==> src/rtl/obf_seq_ctrl.sv <==
// Obfuscating micro-op sequencer: expands each fetched instruction into a keyed micro-op sequence.
// Optional watchdog is compiled in with `define OBF_SEQ_WDOG_EN.
module obf_insngen #(
  parameter int KEY_W = 8,
  parameter int PPC_W = 4
) (
  input  logic [31:0]      ref_insn,
  input  logic [PPC_W-1:0] ppc_i,
  input  logic [KEY_W-1:0] obf_key,
  input  logic             obf_en,
  output logic [31:0]      obf_insn,
  output logic             obf_last,
  output logic             obf_skip
);
  logic [7:0] key_byte;
  logic [7:0] ppc_ext;
  logic [7:0] mask;
  logic [2:0] seq_len;
  logic       lut_last;

  // Key low bits give the sequence length; zero means the LUT never terminates.
  always_comb begin
    key_byte = 8'(obf_key);
    ppc_ext  = 8'(ppc_i);
    seq_len  = key_byte[2:0];
    mask     = key_byte + ppc_ext;
    lut_last = (seq_len != 3'd0) && (ppc_ext == ({5'd0, seq_len} - 8'd1));
    if (obf_en) begin
      obf_insn = ref_insn ^ {mask, mask, mask, mask};
      obf_last = lut_last;
      obf_skip = ppc_i[0] && !lut_last;
    end else begin
      obf_insn = ref_insn;
      obf_last = 1'b1;
      obf_skip = 1'b0;
    end
  end
endmodule

module obf_seq_ctrl #(
  parameter int WDOG_MAX      = 16,
  parameter int OBF_KEY_WIDTH = 8,
  parameter int OBF_PPC_WIDTH = 4
) (
  input  logic                     clk,
  input  logic                     rst,
  input  logic [31:0]              if_insn_i,
  input  logic                     if_valid_i,
  output logic                     if_ready_o,
  input  logic                     obf_en_i,
  input  logic [OBF_KEY_WIDTH-1:0] obf_key_i,
  input  logic                     flush_i,
  output logic [31:0]              id_insn_o,
  output logic                     id_valid_o,
  input  logic                     id_ready_i,
  output logic                     id_last_o,
  output logic                     id_skip_o,
  output logic                     busy_o,
  output logic                     wdog_err_o
);
  typedef enum logic {IDLE = 1'b0, ISSUE = 1'b1} state_e;

  state_e                   state_q, state_d;
  logic [31:0]              hold_q, hold_d;
  logic [OBF_PPC_WIDTH-1:0] ppc_q, ppc_d;
  logic                     en_q, en_d;

  logic [31:0] gen_insn;
  logic        gen_last, gen_skip;
  logic        busy, last_w, hs, accept, wdog_hit;

  obf_insngen #(
    .KEY_W (OBF_KEY_WIDTH),
    .PPC_W (OBF_PPC_WIDTH)
  ) u_gen (
    .ref_insn (hold_q),
    .ppc_i    (ppc_q),
    .obf_key  (obf_key_i),
    .obf_en   (en_q),
    .obf_insn (gen_insn),
    .obf_last (gen_last),
    .obf_skip (gen_skip)
  );

`ifdef OBF_SEQ_WDOG_EN
  logic wdog_q, wdog_d;
  assign wdog_hit   = (state_q == ISSUE) && (ppc_q == OBF_PPC_WIDTH'(WDOG_MAX - 1));
  assign wdog_d     = hs && wdog_hit;
  assign wdog_err_o = wdog_q;

  always_ff @(posedge clk or posedge rst) begin
    if (rst) wdog_q <= 1'b0;
    else     wdog_q <= wdog_d;
  end
`else
  localparam int unused_wdog_max = WDOG_MAX;
  assign wdog_hit   = 1'b0;
  assign wdog_err_o = 1'b0;
`endif

  // Flush blocks both the decode handshake and the fetch accept for this cycle.
  always_comb begin
    busy       = (state_q == ISSUE);
    last_w     = gen_last || wdog_hit;
    hs         = busy && id_ready_i && !flush_i;
    if_ready_o = !flush_i && (!busy || (id_ready_i && last_w));
    accept     = if_ready_o && if_valid_i;
  end

  always_comb begin
    state_d = state_q;
    hold_d  = hold_q;
    ppc_d   = ppc_q;
    en_d    = en_q;
    if (flush_i) begin
      state_d = IDLE;
      ppc_d   = '0;
    end else if (accept) begin
      state_d = ISSUE;
      hold_d  = if_insn_i;
      en_d    = obf_en_i;
      ppc_d   = '0;
    end else if (hs) begin
      if (last_w) begin
        state_d = IDLE;
      end else if (ppc_q != '1) begin
        ppc_d = ppc_q + 1'b1;
      end
    end
  end

  always_ff @(posedge clk or posedge rst) begin
    if (rst) begin
      state_q <= IDLE;
      hold_q  <= '0;
      ppc_q   <= '0;
      en_q    <= 1'b0;
    end else begin
      state_q <= state_d;
      hold_q  <= hold_d;
      ppc_q   <= ppc_d;
      en_q    <= en_d;
    end
  end

  always_comb begin
    busy_o     = busy;
    id_valid_o = busy;
    id_insn_o  = busy ? gen_insn : 32'd0;
    id_last_o  = busy && last_w;
    id_skip_o  = busy && gen_skip;
  end
endmodule
==> config.mk <==
export PLATFORM = sky130hd
export DESIGN_NAME = obf_seq_ctrl
export DESIGN_NICKNAME = d
export VERILOG_FILES = /design/src/rtl/obf_seq_ctrl.sv
export SDC_FILE = /design/constraint.sdc
export NUM_CORES = 1
export LEC_CHECK = 0
export CAP_MARGIN = 0
export CORE_MARGIN = 2
export CORE_UTILIZATION = 40
export CTS_BUF_LIST = sky130_fd_sc_hd__clkbuf_4 sky130_fd_sc_hd__clkbuf_8
export DETAILED_ROUTE_END_ITERATION = 10
export HOLD_SLACK_MARGIN = 0.08
export PLACE_DENSITY = 0.71
export SETUP_SLACK_MARGIN = 0.2
export SKIP_LAST_GASP = 1
export SLEW_MARGIN = 30
export SYNTH_ARGS = -nofsm -noshare
export SYNTH_HDL_FRONTEND = slang
export SYNTH_SLANG_ARGS = --single-unit
==> constraint.sdc <==
create_clock -name clk -period 4.85 [get_ports clk]
set_input_delay 0.7275 -clock clk [delete_from_list [all_inputs] [get_ports clk]]
set_output_delay 0.7275 -clock clk [all_outputs]
set_load 0.05 [all_outputs]
==> flow_summary.toml <==
[run_status]
outcome = "complete, no violations"

[clock_network]
cts_hold_buffers = 0
cts-root-buf = "clkbuf_8"
cts_max_level = 2
clk_pin_slew_ns = 0.07
cts_setup_buffers = 0
clk_latency_ns = 0.28
cts_made_buffers = 5
cts_resized = 0
cts_tree = "done"
numClockSinks = 38
cts_max_path_buffers = 2

[global_routing]
grt_max_degree = 44
grt_use_total_pct = 16.61
grt_pass1_vias = 1998
grt_first_pass_wirelength_um = 9446
overflow = 0
antenna_found_initial = 0

[drt]
drtIter0Drc = 55
via_per_inst = 4.953
num_vias = 1912
drtAntennaViolNets = 0
routedWlPerCell_um = 14.70
totalWireLength_um = 5676
dr.pass1.iters = 4
drc_errors = 0

[timing]
period_minus_slack_ns = 4.507
finalWorstSetupSlack_ns = 0.3425
slew-limit-headroom_pct = 52.52
setup_tns_ns = 0
clock.fmax_mhz = 221.9
hold_violations = 0
clock_skew_ns = 0.005957
drv_slew = 0
setup_viol = 0
worst_pin_slew_ns = 0.6924
rsz0062_at_grt = "false"
fin_crit_sh_pct = 92.94

[finish]
antenna_cells = 0
multi_input_area_um2 = 1489
drive_gt1_share_pct = 18.45
syn_to_final_growth_pct = 38.37
nNetsFinal = 362
layout_common_cells = "67 x clkdlybuf4s50_1, 37 x dfrtp_1, 29 x and2_1"
final_area_um2 = 3515
regArea_um2 = 952.2
layout_commonest_cell = "clkdlybuf4s50_1"
utilization_pct = 56.32
nFillCells = 576

[job]
cap_violations = 0

[critical_path]
crit_required_ns = 4.12
cp_max_fo = 4
path_class = "in2out"
start_kind = "input pin"
cp.arrival_ns = 3.78
crit_path_end_kind = "primary output"
worstRegToRegCells = 7

[yosys]
ys_types = 37
synthCells = 227
syn_area_um2 = 2540
synth.top_cell.area_share_pct = 37.44
ys_warn_count = 0
ys_seq_area_share_pct = 37.44
synth_nets = 281
synth_area_leader_cell = "dfrtp_1"
synth-seq-cells = 38
synth_area_per_cell_um2 = 11.19
synthTopCellsByArea = "dfrtp_1 37%, mux2_4 15%, xnor2_1 7.2%, and2_1 7.1%, xor2_1 4.1%"

[pwr]
power_density_nw_per_um2 = 333.4
p_leak_nw = 1.649
irDropWorstVdd_mv = 0.2070

[place]
hpwl_um = 4044
placed_cell_area_um2 = 3387
dp_worst_setup_slack_ns = 0.3334
globalplace.congestion = 0.9031
io_buffers = 82

[die]
rows = 29
die_w_um = 83.69
die_area_um2 = 7003
core_um2 = 6241
start_util_pct = 40.70
io_pins = 84
die_height_um = 83.69

[min_path]
hold_path_class = "reg2reg"
whs_path_depth = 1
## final timing paths
check	start	end	slack, ns
setup / recovery	obf_key_i[1]	id_insn_o[23]	0.34
hold / removal	hold_q[22]	hold_q[22]	0.53
setup reg to reg	ppc_q[0]	hold_q[17]	2.21
hold reg to reg	hold_q[22]	hold_q[22]	0.53
max in group asynchronous	rst	busy_o	3.61
min in group asynchronous	rst	hold_q[16]	0.87
## power breakdown
| group | switching, mW | internal (mW) | leakage, nW | total (mW) |
|---|---|---|---|---|
| registers | 0.0518 | 0.372 | 0.454 | 0.424 |
| logic | 0.256 | 0.241 | 1.14 | 0.498 |
| clock network | 0.107 | 0.144 | 0.0575 | 0.250 |
## flip-flops by register name (all words and copies together) (netlist names)
register,cells
ppc_q,4
hold_q,32
en_q,1
busy_o,1
## metrics by stage
stage | std cells | total power [mW] | hold WS (ns)
floorplan | 227 | 0.7784 | 0.4946
global placement | 378 | 0.9239 | 0.5107
detailed placement | 378 | 0.9300 | 0.5143
CTS | 386 | 1.186 | 0.5354
global route | 386 | 1.239 | 0.5497
finish | 386 | 1.172 | 0.5310
## area by class of cell
class | count | area share, %
repair buffers | 85 | 23.92
well taps | 77 | 2.741
inverters | 7 | 0.7476
multi-input cells | 171 | 42.36
flip-flops and latches | 38 | 27.09
clock buffers | 8 | 3.133
## cell families after synthesis
group                    count (synthesis)  synth area share, %
AO/OA/AOI/OAI                           18                5.024
XOR/XNOR                                33                11.38
adder cells (fa/ha/maj)                  8                4.236
buffers and inverters                   18                4.138
flip-flops                              38                37.44
multiplexers                            39                20.84
other                                    1               0.1476
AND/OR/NAND/NOR                         72                16.80
## routing by layer
layer  wire length (um)  track usage, %
met1               2613           22.25
met2               2742           27.49
met3                303           4.550
met4                 15           2.639
met5                  0               0
## worst max-delay path, stage by stage
cell and delay (ns):
clkdlybuf4s50_1 0.49, ha_1 0.35, a211oi_1 0.44, nor4_1 0.17, nor4b_4 0.52, xnor2_1 0.17, and2_1 0.13, clkdlybuf4s50_1 0.79
## Yosys cell counts
master and number:
nor3b_1 2, fa_1 1, buf_4 2, nand2b_1 6
nor2_1 6, o21ai_1 1, ha_1 7, o31a_1 1
nor3b_2 1, and4_1 1, and3_1 2, mux2_2 7
nand2_1 11, a211oi_1 3, nand3_1 4, or3_1 1
dfrtp_1 38, a21o_1 2, nor4_1 3, a21boi_2 1
a31oi_1 1, xor2_1 12, inv_1 7, nor4b_4 1
buf_6 4, nor3_1 4, mux2i_1 6, conb_1 1
a21oi_1 3, a41o_1 2, nand4_1 1, mux2_4 26
clkbuf_1 5, o21ai_0 3, o2111ai_1 1, and2_1 29
xnor2_1 21
Power figures use the tool's default switching activity.
